**src/rtl/mem_byte_ctrl_if.sv**
```systemverilog
// CPU request/response and byte-RAM signals of the byte-serial memory controller.
// The slave modport is the controller; the master modport is the CPU plus RAM side.
interface mem_byte_ctrl_if #(
   parameter int MADDR_SZ = 32
);
   logic                req_valid;
   logic                req_ready;
   logic                req_we;
   logic [1:0]          req_size;
   logic                req_signed;
   logic [MADDR_SZ-1:0] req_addr;
   logic [63:0]         req_wdata;
   logic                resp_valid;
   logic                resp_err;
   logic [63:0]         resp_rdata;
   logic [MADDR_SZ-1:0] ram_addr;
   logic [7:0]          ram_datain;
   logic                ram_we;
   logic [7:0]          ram_dataout;

   modport slave (
      input  req_valid, req_we, req_size, req_signed, req_addr, req_wdata, ram_dataout,
      output req_ready, resp_valid, resp_err, resp_rdata, ram_addr, ram_datain, ram_we
   );

   modport master (
      output req_valid, req_we, req_size, req_signed, req_addr, req_wdata, ram_dataout,
      input  req_ready, resp_valid, resp_err, resp_rdata, ram_addr, ram_datain, ram_we
   );
endinterface

```
**src/rtl/mem_byte_ctrl.sv**
```systemverilog
// Sequences one aligned 1/2/4/8-byte big-endian load/store as single-byte RAM accesses.
// Load: N+1 cycles, store: 2N+1 cycles, misaligned: 1 cycle; req_ready only in IDLE, no response backpressure.
module mem_byte_ctrl #(
   parameter int MADDR_SZ = 32,
   parameter int DATA_SZ  = 64
) (
   input logic              clk,
   input logic              rst,
   mem_byte_ctrl_if.slave   bus
);
   typedef enum logic [2:0] {S_IDLE, S_RD, S_WR_SETUP, S_WR_STROBE, S_RESP} state_t;

   state_t               state_q;
   logic [2:0]           cnt_q;
   logic [1:0]           size_q;
   logic                 signed_q;
   logic [DATA_SZ-1:0]   sr_q;
   logic                 ready_q;
   logic                 resp_valid_q;
   logic                 resp_err_q;
   logic [DATA_SZ-1:0]   resp_rdata_q;
   logic [MADDR_SZ-1:0]  ram_addr_q;
   logic [7:0]           ram_datain_q;
   logic                 ram_we_q;

   logic [2:0]           req_mask;
   logic                 req_misaligned;
   logic [DATA_SZ-1:0]   wr_sr_d;
   logic [DATA_SZ-1:0]   rd_sr_d;
   logic [DATA_SZ-1:0]   rdata_d;
   logic                 last_byte;

   function automatic logic [2:0] size_mask(input logic [1:0] s);
      case (s)
         2'd0:    size_mask = 3'd0;
         2'd1:    size_mask = 3'd1;
         2'd2:    size_mask = 3'd3;
         default: size_mask = 3'd7;
      endcase
   endfunction

   assign req_mask       = size_mask(bus.req_size);
   assign req_misaligned = |(bus.req_addr[2:0] & req_mask);
   // Store data is left-justified so the next outgoing byte is always the top byte.
   assign wr_sr_d        = bus.req_wdata << {3'd7 - req_mask, 3'b000};
   assign rd_sr_d        = {sr_q[DATA_SZ-9:0], bus.ram_dataout};
   assign last_byte      = (cnt_q == size_mask(size_q));

   always_comb begin
      rdata_d = '0;
      case (size_q)
         2'd0:    rdata_d = {{56{signed_q & rd_sr_d[7]}},  rd_sr_d[7:0]};
         2'd1:    rdata_d = {{48{signed_q & rd_sr_d[15]}}, rd_sr_d[15:0]};
         2'd2:    rdata_d = {{32{signed_q & rd_sr_d[31]}}, rd_sr_d[31:0]};
         default: rdata_d = rd_sr_d;
      endcase
   end

   always_ff @(posedge clk) begin
      if (rst) begin
         state_q      <= S_IDLE;
         cnt_q        <= '0;
         size_q       <= '0;
         signed_q     <= 1'b0;
         sr_q         <= '0;
         ready_q      <= 1'b1;
         resp_valid_q <= 1'b0;
         resp_err_q   <= 1'b0;
         resp_rdata_q <= '0;
         ram_addr_q   <= '0;
         ram_datain_q <= '0;
         ram_we_q     <= 1'b0;
      end else begin
         case (state_q)
            S_IDLE: begin
               if (bus.req_valid && ready_q) begin
                  ready_q  <= 1'b0;
                  size_q   <= bus.req_size;
                  signed_q <= bus.req_signed;
                  cnt_q    <= '0;
                  if (req_misaligned) begin
                     resp_valid_q <= 1'b1;
                     resp_err_q   <= 1'b1;
                     resp_rdata_q <= '0;
                     state_q      <= S_RESP;
                  end else begin
                     ram_addr_q <= bus.req_addr;
                     if (bus.req_we) begin
                        sr_q         <= wr_sr_d;
                        ram_datain_q <= wr_sr_d[DATA_SZ-1:DATA_SZ-8];
                        state_q      <= S_WR_SETUP;
                     end else begin
                        sr_q    <= '0;
                        state_q <= S_RD;
                     end
                  end
               end
            end
            S_RD: begin
               sr_q       <= rd_sr_d;
               cnt_q      <= cnt_q + 3'd1;
               ram_addr_q <= ram_addr_q + MADDR_SZ'(1);
               if (last_byte) begin
                  resp_valid_q <= 1'b1;
                  resp_err_q   <= 1'b0;
                  resp_rdata_q <= rdata_d;
                  state_q      <= S_RESP;
               end
            end
            S_WR_SETUP: begin
               ram_we_q <= 1'b1;
               state_q  <= S_WR_STROBE;
            end
            S_WR_STROBE: begin
               ram_we_q <= 1'b0;
               if (last_byte) begin
                  resp_valid_q <= 1'b1;
                  resp_err_q   <= 1'b0;
                  resp_rdata_q <= '0;
                  state_q      <= S_RESP;
               end else begin
                  cnt_q        <= cnt_q + 3'd1;
                  ram_addr_q   <= ram_addr_q + MADDR_SZ'(1);
                  sr_q         <= sr_q << 8;
                  ram_datain_q <= sr_q[DATA_SZ-9:DATA_SZ-16];
                  state_q      <= S_WR_SETUP;
               end
            end
            S_RESP: begin
               resp_valid_q <= 1'b0;
               ready_q      <= 1'b1;
               state_q      <= S_IDLE;
            end
            default: begin
               ready_q <= 1'b1;
               state_q <= S_IDLE;
            end
         endcase
      end
   end

   assign bus.req_ready  = ready_q;
   assign bus.resp_valid = resp_valid_q;
   assign bus.resp_err   = resp_err_q;
   assign bus.resp_rdata = resp_rdata_q;
   assign bus.ram_addr   = ram_addr_q;
   assign bus.ram_datain = ram_datain_q;
   assign bus.ram_we     = ram_we_q;
endmodule

```
**src/flat_wrapper.sv**
```systemverilog
// flat-port wrapper written by rule: the top's interface ports become plain ports
module mem_byte_ctrl_flat 
#(
   parameter int MADDR_SZ = 32,
   parameter int DATA_SZ  = 64
)
  (clk, rst, bus_req_valid, bus_req_we, bus_req_size, bus_req_signed, bus_req_addr, bus_req_wdata, bus_ram_dataout, bus_req_ready, bus_resp_valid, bus_resp_err, bus_resp_rdata, bus_ram_addr, bus_ram_datain, bus_ram_we);
  mem_byte_ctrl_if #(.MADDR_SZ(MADDR_SZ)) bus_i ();
  input logic clk;
  input logic rst;
  input wire logic [$bits(bus_i.req_valid)-1:0] bus_req_valid;
  input wire logic [$bits(bus_i.req_we)-1:0] bus_req_we;
  input wire logic [$bits(bus_i.req_size)-1:0] bus_req_size;
  input wire logic [$bits(bus_i.req_signed)-1:0] bus_req_signed;
  input wire logic [$bits(bus_i.req_addr)-1:0] bus_req_addr;
  input wire logic [$bits(bus_i.req_wdata)-1:0] bus_req_wdata;
  input wire logic [$bits(bus_i.ram_dataout)-1:0] bus_ram_dataout;
  output wire logic [$bits(bus_i.req_ready)-1:0] bus_req_ready;
  output wire logic [$bits(bus_i.resp_valid)-1:0] bus_resp_valid;
  output wire logic [$bits(bus_i.resp_err)-1:0] bus_resp_err;
  output wire logic [$bits(bus_i.resp_rdata)-1:0] bus_resp_rdata;
  output wire logic [$bits(bus_i.ram_addr)-1:0] bus_ram_addr;
  output wire logic [$bits(bus_i.ram_datain)-1:0] bus_ram_datain;
  output wire logic [$bits(bus_i.ram_we)-1:0] bus_ram_we;
  assign bus_i.req_valid = bus_req_valid;
  assign bus_i.req_we = bus_req_we;
  assign bus_i.req_size = bus_req_size;
  assign bus_i.req_signed = bus_req_signed;
  assign bus_i.req_addr = bus_req_addr;
  assign bus_i.req_wdata = bus_req_wdata;
  assign bus_i.ram_dataout = bus_ram_dataout;
  assign bus_req_ready = bus_i.req_ready;
  assign bus_resp_valid = bus_i.resp_valid;
  assign bus_resp_err = bus_i.resp_err;
  assign bus_resp_rdata = bus_i.resp_rdata;
  assign bus_ram_addr = bus_i.ram_addr;
  assign bus_ram_datain = bus_i.ram_datain;
  assign bus_ram_we = bus_i.ram_we;
  mem_byte_ctrl #(.MADDR_SZ(MADDR_SZ), .DATA_SZ(DATA_SZ)) u_core (.clk(clk), .rst(rst), .bus(bus_i));
endmodule
```
**config.mk**
```make
export PLATFORM = sky130hd
export DESIGN_NAME = mem_byte_ctrl_flat
export DESIGN_NICKNAME = d
export VERILOG_FILES = /design/src/rtl/mem_byte_ctrl_if.sv /design/src/rtl/mem_byte_ctrl.sv /design/src/flat_wrapper.sv
export SDC_FILE = /design/constraint.sdc
export NUM_CORES = 1
export LEC_CHECK = 0
export ABC_AREA = 1
export BUFFER_PORTS_ARGS = -buffer_cell sky130_fd_sc_hd__buf_2
export CORE_ASPECT_RATIO = 1.4
export CORE_MARGIN = 4
export CORE_UTILIZATION = 25
export CTS_CLUSTER_DIAMETER = 30
export DETAILED_ROUTE_END_ITERATION = 7
export PLACE_DENSITY_LB_ADDON = 0.2
export SYNTH_ARGS = -nofsm -noshare
export SYNTH_HDL_FRONTEND = slang
export SYNTH_SLANG_ARGS = --single-unit
```
**constraint.sdc**
```tcl
create_clock -name clk -period 4.2 [get_ports clk]
set_clock_uncertainty 0.2 [all_clocks]
set_input_delay 0.84 -clock clk [delete_from_list [all_inputs] [get_ports clk]]
set_output_delay 0.84 -clock clk [all_outputs]
set_load 0.01 [all_outputs]
```
# ---- Word-level counts from Yosys, hierarchy flattened
# Index checks and enable logic that the tools add are counted.
# Widths: inputs -> output; s select.
dict set report op_classes {
  n_addsub 3
  eq_ne 17
  shift 1
  n_mux 40
  bitwise 5
  reduce_logical 21
}
# cell count
set ops {}
lappend ops {{$pmux 64 s3} 2}
lappend ops {{$mux 64} 4}
lappend ops {{$mux 56} 4}
lappend ops {{$pmux 56 s3} 1}
lappend ops {{$mux 32} 3}
lappend ops {{$pmux 32 s3} 1}
lappend ops {{$shl 64x6->64} 1}
lappend ops {{$add 32x1->32 const B} 1}
lappend ops {{$mux 8} 4}
lappend ops {{$pmux 3 s3} 3}
lappend ops {{$mux 3} 6}
lappend ops {{$pmux 8 s2} 1}
lappend ops {{$pmux 3 s4} 1}
lappend ops {{$reduce_and 4->1} 3}
lappend ops {{$ne 2x1->1 const B} 5}
lappend ops {{$reduce_and 5->1} 2}
lappend ops {{$eq 3x2->1 const B} 2}
lappend ops {{$ne 2x2->1 const B} 3}
lappend ops {{$pmux 1 s2} 3}
lappend ops {{$reduce_and 2->1} 3}
lappend ops {{$reduce_bool 2->1} 3}
lappend ops {{$reduce_bool 3->1} 2}
lappend ops {{$reduce_or 3->1} 2}
lappend ops {{$mux 1} 5}
lappend ops {{other kinds (17)} 22}
dict set report totals {
  reg_bits 173
  input_bits 111
  out_inout_bits 108
}

# ---- Logic depth before layout (Yosys ltp)
# Gate-level depths: netlist of run 1.
dict set report logic_depth {
  depth_word 8
  depth_mapped 11
  ltp_nobuf 11
}

# ---- Worst setup path after synthesis of run 1
# Ideal clock, no wire load.
dict set report synth_timing {
  path_type {in2reg}
  from {input port bus_req_size[0]}
  to {register u_core.resp_rdata_q[7] (netlist: u_core.bus.resp_rdata[7])}
  setup_ns 0.112
  arrival_time_ns 1.908
  setup_slack_ns 1.980
  stages 11
  cell_sequence {nand2_1 -> inv_2 -> nand2_1 -> nand3_1 -> nand2_2 -> nand2_4 -> nand3_4 -> buf_6 -> buf_6 -> a21oi_2 -> nor2_1}
}
dict set report synth_between {
  elab_chain_len 6
}
# element line
set synth_lines {}
lappend synth_lines {{start: declaration} flat_wrapper.sv:13} ;# input wire logic [$bits(bus_i.req_size)-1:0] bus_req_size;
lappend synth_lines {{$eq 2x2->1, or another cell as far along} mem_byte_ctrl.sv:34} ;# case (s)
lappend synth_lines {{$pmux 3 s3 (*)} mem_byte_ctrl.sv:34}
lappend synth_lines {{$and 3x3->3 (*)} mem_byte_ctrl.sv:43} ;# assign req_misaligned = |(bus.req_addr[2:0] & req_mask);
lappend synth_lines {{$reduce_or 3->1 (*)} mem_byte_ctrl.sv:43}
lappend synth_lines {{$ne 2x1->1 (no line) (*)} n/a}
lappend synth_lines {{$reduce_and 5->1 (no line) (*)} n/a}
lappend synth_lines {{end signal: assignment} mem_byte_ctrl.sv:106} ;# resp_rdata_q <= rdata_d;
lappend synth_lines {{end: declaration} mem_byte_ctrl.sv:21} ;# logic [DATA_SZ-1:0] resp_rdata_q;
# Every way passes the cells marked *; elsewhere a longest branch is shown, timed or not.
# A chain may end at the register's enable or synchronous reset.

# ---- Final worst setup path of run 1
dict set report layout_timing {
  from {register u_core.state_q[2]}
  to {register u_core.resp_rdata_q[46] (netlist: u_core.bus.resp_rdata[46])}
}
dict set report layout_between {
  elab_chain_len 3
}
# element line
set layout_lines {}
lappend layout_lines {{start: declaration} mem_byte_ctrl.sv:13} ;# state_t state_q;
lappend layout_lines {{start signal: assignment} mem_byte_ctrl.sv:61} ;# state_q <= S_IDLE;
lappend layout_lines {{start signal: assignment} mem_byte_ctrl.sv:85} ;# state_q <= S_RESP;
lappend layout_lines {{start signal: assignment} mem_byte_ctrl.sv:91} ;# state_q <= S_WR_SETUP;
lappend layout_lines {{$eq 3x2->1, or another cell as far along} mem_byte_ctrl.sv:74} ;# case (state_q)
lappend layout_lines {{$ne 2x1->1 (no line) / $reduce_bool 3->1 (equally long branches)} n/a}
lappend layout_lines {{$reduce_and 5->1 (no line)} n/a}
# Parallel ways exist; a longest one is shown, timed or not.

==> results of run 1 <==
## report_power, final
part	leakage [uW]	total [uW]	internal, uW	switching, uW
registers	0.00142	2200	1950	249
clock network	0.000286	1690	953	740
logic	0.00346	1830	593	1240
total	0.00516	5730	3500	2230
## worst min-delay path by stage
stage,from,end,slack [ps],cells after the start
after floorplan,u_core.sr_q[16],u_core.sr_q[16],240,2
after global placement,u_core.bus.resp_rdata[17],u_core.bus.resp_rdata[17],240,2
after detailed placement,u_core.bus.resp_rdata[12],u_core.bus.resp_rdata[12],240,2
after CTS,u_core.bus.resp_rdata[12],u_core.bus.resp_rdata[12],250,2
after global routing,u_core.bus.resp_rdata[17],u_core.bus.resp_rdata[17],270,2
final,u_core.bus.resp_rdata[12],u_core.bus.resp_rdata[12],250,2
## layout make-up
| type | count | area [um2] |
|---|---|---|
| multi-input cells | 1102 | 5180 |
| clock buffers | 18 | 439 |
| flip-flops and latches | 173 | 3460 |
| repair buffers | 234 | 1250 |
| clock inverters | 14 | 168 |
| diodes | 1 | 2.50 |
| well taps | 522 | 653 |
| inverters | 186 | 698 |
| fillers | 4409 | 26800 |
## cell usage in the layout (no fill, tap or decap), types with 25 or more instances in the layout
cell     instances
nand2_1        374
buf_2          218
nor2_1         203
inv_1          178
dfxtp_1        173
o21ai_0        160
a21oi_1        123
nand3_1         73
nand4_1         43
a21oi_2         25
## metrics by stage
| step | std cells | instance area, um2 | worst slack [ps] | util (%) | power (uW) |
|---|---|---|---|---|---|
| floorplan | 1560 | 9810 | 1980 | - | 3410 |
| global placement | 2217 | 11200 | 747 | 29.1 | 4070 |
| detailed placement | 2217 | 11200 | 651 | 29.1 | 4080 |
| CTS | 2249 | 11800 | 964 | 30.7 | 5800 |
| global route | 2249 | 11800 | 611 | 30.7 | 6100 |
| finish | 2250 | 11900 | 970 | 30.7 | 5730 |
## flip-flops by register name (all words and copies together) (netlist names)
register               count
u_core.size_q              2
u_core.bus.ram_datain      8
u_core.state_q             3
u_core.bus.req_ready       1
u_core.signed_q            1
u_core.sr_q               56
u_core.bus.resp_rdata     64
u_core.cnt_q               3
u_core.bus.ram_addr       32
u_core.bus.ram_we          1
u_core.bus.resp_valid      1
u_core.bus.resp_err        1
## worst max-delay path: cells and delay by family (launching register included)
| kind | cells | cell delay (ps) |
|---|---|---|
| AND/OR/NAND/NOR | 4 | 1250 |
| buffers and inverters | 2 | 850 |
| flip-flops | 1 | 450 |
| AO/OA/AOI/OAI | 1 | 250 |
## per-layer routing
layer	share of wire (%)	wire (um)
met1	40	16300
met2	51	20700
met3	5.4	2220
met4	3.4	1380
met5	0.12	48
## cell families after synthesis
group	count (synthesis)
compound gates	367
xor+xnor	3
fa+ha+maj	2
buf+inv	285
flops	173
simple gates	730
==> run metrics, run 1 <==
first-pass GRT wire length=62.2 mm; clock-pin slew on the worst setup and hold paths=around 70 ps; Setup Buffers After CTS=0; Synth area leaders=dfxtp_1 (35%), nand2_1 (14%), o21ai_0 (8.2%); Starting Density=around 25%; combinational family with the most area after synthesis=simple AND/OR/NAND/NOR gates; Worst R2R End=u_core.bus.resp_rdata[46]; R2R setup slack=between 900 and 1000 ps; I/O Buffers=218; Synth top cells by count=nand2_1 (374), nor2_1 (203), inv_1 (178); RSZ-0062 raised after global routing=false; MaxCap Viol Count=0; I/O pins=~220; Slew Limit Fails=0; Crit. End Element=flip-flop; Post-synth EDFFs=0; Hold WS=248 ps; WS Path Type=reg -> reg; #FFs+latches synth=around 170; chip width=175 um; slowest library cell on the worst path=buf_4; Clock Tree Buf Depth=2; Placer Congestion=0.877; xor and xnor fraction of the mapped netlist area=0.268%; crit path to=u_core.bus.resp_rdata[46]; GRT busiest layer=met2; Slew @ Worst Pin=between 1000 and 1500 ps; Synth Instances=about 1600; Post-synth ARST share=0%; clock sink total=about 170; area delta synth->final=20.8%; DR WL/cell=about 18 um; Max-Slew Margin vs Limit=around 25%; Yosys cell types=39; Seq/Total Area, Yosys=35.3%; VDD IR max=roughly 230 uV; Slowest Stage Delay on Critical Path=just under 800 ps; most frequent cell after synthesis=nand2_1; # nets final=between 1500 and 2000; routing usage on met1=~22%; M3 GR Usage=under 10%; Tot GR Track Use=18.7%; Leakage Power=~0.0052 uW; Post-Synth Simple-Gate Area=between 30% and 40%; core area=0.0386 mm2; cts hold-fix bufs=0; TritonCTS Buffers=17; Synth Area in Compound Gates=20.9%; area fraction of the dominant cell type after synthesis=a little over a third; initial antenna violation count=5; drt first pass iters=7; Worst-Skew Late Latency=~450 ps; CTS tree=built; Antenna Nets Post-Route=0; final count of hold timing violations=0; root buf cell=clkbuf_16; Final HPWL DP=about 30 mm; TNS Setup=0 ps; GRT overflow=0; # rows=85; met2 usage=between 30% and 40%; r2r startpoint=u_core.state_q[2]; largest net degree at the start of global routing=~120; top_reg_cell synth=dfxtp_1; vias per cell=about 4.8; crit path from=u_core.state_q[2]; mux share of post-synthesis cell area=0%; worst hold path class=reg -> reg; CTS H-tree lvls=4; Synth warnings=0; Worst Path Arrival=~3400 ps; final worst-path cycle share=76.9%; maximum clock rate=310 MHz; syn avg cell area=around 6.3 um2; crit start category=flip-flop; fin crit period=3230 ps; DRC viols=0; Power Density=between 400 and 500 mW/mm2; crit path cell chain=inv_2 > nand2_2 > nand2_4 > nand3_4 > buf_4 > o21ai_0 > nor2_1; Crit path required time=~4400 ps; First DRT Iteration DRCs=between 700 and 800; Reg2Reg Depth=7; Synth Area in Adders=0.255%; synthesized area=around 0.01 mm2; Die Footprint=0.0425 mm2; via count of the first global-routing pass=roughly 10000; Synth area leader=dfxtp_1; fraction of layout cells with a size suffix above 1=around 18%; CP Max Fanout=between 90 and 100; die span in y=roughly 240 um; final WL=about 40 mm; Synth Net Count=approximately 1700; number of setup violations in the final report=0; status=finished clean; CTS resizes=0; DR vias=approximately 11000
Note: power is estimated with default switching activity, not from simulation.
==> inputs of run 2 (changes only) <==
==> constraint.sdc (replaced) <==
create_clock -name clk -period 3.3 [get_ports clk]
set_clock_uncertainty 0.2 [all_clocks]
set_input_delay 0.66 -clock clk [delete_from_list [all_inputs] [get_ports clk]]
set_output_delay 0.66 -clock clk [all_outputs]
set_load 0.01 [all_outputs]
==> run 2 against run 1 <==
Non-clock buffer count is 12 higher. Sequential share of layout area is 0.18 points lower. Register-to-register slack worse by 270 ps. Design area is 0.61% higher. Worst setup slack worse by 270 ps. Final cell count is 0.58% higher. Critical endpoint is now u_core.bus.ram_datain[1]. Critical path type unchanged. Die area stayed put. Maximum frequency is 24% higher. Global-route usage is 0.12 points lower. Largest cell class unchanged.
==> run metrics, run 2 (synthesis results as in run 1) <==
MaxCap Viol Count=0; Setup Buffers After CTS=0; First DRT Iteration DRCs=around 710; DR vias=about 11000; r2r startpoint=u_core.size_q[1]; max reg flops=64; slowest library cell on the worst path=dfxtp_1; cell mode on critical path=nor2_1; first-pass GRT wire length=roughly 60 mm; TritonCTS Buffers=17; DRC viols=0; Starting Density=25.4%; die span in y=~240 um; CP delay by family, top=simple AND/OR/NAND/NOR gates; Tot GR Track Use=a little under a fifth; status=finished clean; Worst R2R End=u_core.bus.ram_datain[1]; Slew @ Worst Pin=between 600 and 700 ps; number of setup violations in the final report=0; vias per cell=between 4 and 5; area delta synth->final=21.5%; I/O Buffers=roughly 220; Max-Slew Margin vs Limit=a little under three fifths; dpl cells=approximately 2200; Slowest Stage Delay on Critical Path=between 500 and 600 ps; Die Footprint=roughly 0.043 mm2; via count of the first global-routing pass=around 10000; worst hold path class=reg -> reg; Power Density=~610 mW/mm2; Worst-Skew Late Latency=460 ps; largest net degree at the start of global routing=79; root buf cell=clkbuf_16; TNS Setup=0 ps; DR WL/cell=~18 um; I/O pins=approximately 220; Reg2Reg Depth=7; chip width=~180 um; crit path cell chain=nand2_1 > nor2_1 > nor2_1 > nand4_1 > nand3_1 > o21ai_0 > nor2_1; Slew Limit Fails=0; Clock Tree Buf Depth=2; final WL=about 41 mm; VDD IR max=approximately 270 uV; CP Max Fanout=16; Crit path required time=about 3400 ps; maximum clock rate=roughly 380 MHz; NetSw=about 3000 uW; crit start category=flip-flop; Total Power=approximately 7300 uW; dpl ws=620 ps; # nets final=approximately 1800; # rows=85; Critical path buffers and inverters=0; RSZ-0062 raised after global routing=false; cts hold-fix bufs=0; CTS tree=built; Crit. End Element=flip-flop; most common cell after layout, fill and taps aside=nand2_1; fin crit period=~2600 ps; R2R setup slack=700 ps; Worst Path Arrival=about 2700 ps; Worst Hold End=u_core.bus.resp_rdata[20]; Comb power frac=between 30 and 40%; depth of the worst hold-timing path=2; core area=0.0386 mm2; Non-Filler Instances=2263; clock sink total=around 170; WS Path Type=reg -> reg; GRT overflow=0; Clock Power Share=just under 30%; clock-pin slew on the worst setup and hold paths=about 70 ps; Final HPWL DP=~30 mm; drt first pass iters=5; initial antenna violation count=6; final count of hold timing violations=0; Leakage Power=0.00522 uW; Placer Congestion=a little over 0.9; Antenna Nets Post-Route=0; Sequential Power Share=38.5%; fraction of layout cells with a size suffix above 1=between 10% and 20%; Int Pwr=about 4300 uW; Sw Ratio=40.3%; CTS resizes=0; Hold WS=about 250 ps; min-delay src=u_core.bus.resp_rdata[20]; CTS H-tree lvls=4; commonest cells after routing, fill and taps aside=nand2_1 (374), buf_2 (218), nor2_1 (203); Final WS setup=approximately 700 ps; final worst-path cycle share=between 70 and 80%
[run 2: cell types whose count changed in the layout (fill, tap and decap cells not counted), sizes merged]
cell | previous run | this run
clkinv | 6 | 8
clkbuf | 18 | 17
diode | 1 | 2
bufinv | 3 | 1
buf | 234 | 246
clkinvlp | 5 | 1
inv | 186 | 191
[run 2: per-stage QoR]
stage | cell area, um2 | util, %
2_1_floorplan | 9810 | -
3_3_place_gp | 11300 | 29.3
5_1_grt | 11900 | 30.9
3_5_place_dp | 11300 | 29.3
4_1_cts | 11900 | 30.9
6_report | 11900 | 30.9
[run 2: cell type report]
class | count | area [um2]
well taps | 522 | 653
flip-flops and latches | 173 | 3460
multi-input cells | 1102 | 5180
clock inverters | 15 | 174
fillers | 4356 | 26700
diodes | 2 | 5.00
repair buffers | 246 | 1330
clock buffers | 17 | 425
inverters | 186 | 698
[run 2: worst max-delay path by stage]
stage / from / cells after the start / end
4_1_cts: u_core.size_q[1] / 7 / u_core.bus.ram_datain[1]
5_1_grt: u_core.size_q[1] / 7 / u_core.bus.ram_datain[2]
6_report: u_core.size_q[1] / 7 / u_core.bus.ram_datain[1]
3_5_place_dp: bus_req_size[0] / 9 / u_core.sr_q[51]
3_3_place_gp: bus_req_size[0] / 9 / u_core.sr_q[50]
2_1_floorplan: bus_req_size[0] / 11 / u_core.bus.resp_rdata[7]
[run 2: worst register-to-register path, delay by kind of cell, from the launching register on]
family | cells | cell delay (ps)
AO/OA/AOI/OAI | 1 | 350
flip-flops | 1 | 580
AND/OR/NAND/NOR | 6 | 1390
[run 2: routing by layer]
layer / global-route usage, % / vias up / wire [um]
met4: 8.08 / 8 / 1650
li1: - / 5404 / -
met1: 21.8 / 4996 / 16600
met3: 3.56 / 66 / 2050
met5: 0 / - / 51
met2: 32.8 / 321 / 20200
[run 2: power groups by stage]
stage / combinational [uW] / sequential, uW / clock (uW)
after floorplan: 1480 / 2850 / 0
after global placement: 2380 / 2850 / 0
after detailed placement: 2380 / 2850 / 0
after CTS: 2390 / 2800 / 2160
after global routing: 2660 / 2850 / 2250
final: 2380 / 2800 / 2100
==> inputs of run 3 (changes only) <==
==> constraint.sdc (replaced) <==
create_clock -name clk -period 2.48 [get_ports clk]
set_clock_uncertainty 0.2 [all_clocks]
set_input_delay 0.496 -clock clk [delete_from_list [all_inputs] [get_ports clk]]
set_output_delay 0.496 -clock clk [all_outputs]
set_load 0.01 [all_outputs]
==> run 3 against run 2 <==
Maximum frequency rose by 18%. Combinational power grew 41%. Sequential power up 33%. Non-clock buffer count increased by 38. Clock power up 40%. Total power is 38% higher. First-iteration DRC count is 12% higher. Flip-flop and latch count did not move. Largest power group unchanged. Final cell count is 1.6% higher.
==> run metrics, run 3 (synthesis results as in run 1) <==
status=finished clean; Antenna Nets Post-Route=0; Worst-Skew Late Latency=roughly 450 ps; area delta synth->final=25.6%; # nets final=around 1900; via count of the first global-routing pass=between 10000 and 15000; TritonCTS Buffers=17; First DRT Iteration DRCs=798; cts hold-fix bufs=0; Leakage Power=0.00544 uW; fin crit period=roughly 2200 ps; # rows=85; Slew @ Worst Pin=between 600 and 700 ps; drt first pass iters=5; largest net degree at the start of global routing=between 50 and 60; Crit. End Element=flip-flop; clock-pin slew on the worst setup and hold paths=70 ps; final count of hold timing violations=0; Starting Density=25.4%; WS Path Type=reg -> reg; clock sink total=between 150 and 200; vias per cell=~4.7; initial antenna violation count=5; final WL=between 40 and 50 mm; Placed Area=0.0117 mm2; Crit path required time=~2700 ps; Clock Tree Buf Depth=2; Placer Congestion=between 0.9 and 1; dpl cells=between 2000 and 2500; DRC viols=0; RSZ-0062 raised after global routing=false; CTS tree=built; worst hold path class=in -> reg; fin area=about 0.012 mm2; I/O Buffers=218; Setup Buffers After CTS=0; Non-Filler Instances=2300; commonest cells after routing, fill and taps aside=nand2_1 (374), buf_2 (218), nor2_1 (203); root buf cell=clkbuf_16; DR vias=around 11000; VDD IR max=around 350 uV; I/O pins=219; fraction of layout cells with a size suffix above 1=roughly a fifth; Worst Path Arrival=roughly 2400 ps; chip width=about 180 um; first-pass GRT wire length=approximately 61 mm; crit start category=flip-flop; number of setup violations in the final report=0; maximum clock rate=around 450 MHz; CP Max Fanout=11; DR WL/cell=17.7 um; core area=a little under 0.04 mm2; Final HPWL DP=approximately 31 mm; final worst-path cycle share=between 80 and 90%; CTS resizes=0; CTS H-tree lvls=4; Power Density=814 mW/mm2; Tot GR Track Use=a little under a fifth; Max-Slew Margin vs Limit=54.1%; Slew Limit Fails=0; die span in y=about 240 um; GRT overflow=0; Die Footprint=approximately 0.043 mm2; Total Power=between 10000 and 15000 uW; max reg flops=64; MaxCap Viol Count=0; TNS Setup=0 ps; most common cell after layout, fill and taps aside=nand2_1
-- run 3: worst max-delay path, cell delays in order, from the launching register on --
cell and delay [ps]:
dfxtp_1 440, inv_2 70, nand2_2 140, inv_2 80
nor2_4 250, nand3_1 370, o221ai_1 410, nor2_1 80
nor2_1 100
-- run 3: final cells by class --
class,count,area (um2)
antenna,2,5.00
tap,522,653
sequential,173,3460
multi-input combinational,1102,5180
clock inverter,11,164
timing repair buffer,284,1700
fill,4326,26300
inverter,186,698
clock buffer,20,457
-- run 3: where the power goes --
part | internal [uW] | switching, uW
Clock | 1730 | 1220
Combinational | 1220 | 2130
Sequential | 3300 | 424
-- run 3: layer usage --
metal / part of all wire, % / GRT usage [%]
met5: 0.10 / 0
met4: 4.6 / 8.70
met3: 5.1 / 3.23
met2: 50 / 32.4
met1: 41 / 22.0
-- run 3: stage by stage --
| step | hold slack [ps] | utilization [%] | setup WS (ps) |
|---|---|---|---|
| CTS | 151 | 31.9 | 263 |
| global route | 161 | 31.9 | 38.8 |
| finish | 170 | 31.9 | 269 |
| detailed placement | 242 | 30.3 | 184 |
| global placement | 245 | 30.3 | 242 |
| floorplan | 240 | - | 604 |
-- run 3: path summary, 6_finish.rpt --
| kind | startpoint | endpoint | slack [ps] | depth (start not counted) |
|---|---|---|---|---|
| min | bus_req_addr[13] | u_core.bus.ram_addr[13] | 170 | 5 |
| min reg2reg | u_core.bus.resp_rdata[9] | u_core.bus.resp_rdata[9] | 250 | 2 |
| max | u_core.state_q[2] | u_core.sr_q[33] | 270 | 8 |
| max reg2reg | u_core.state_q[2] | u_core.sr_q[33] | 270 | 8 |
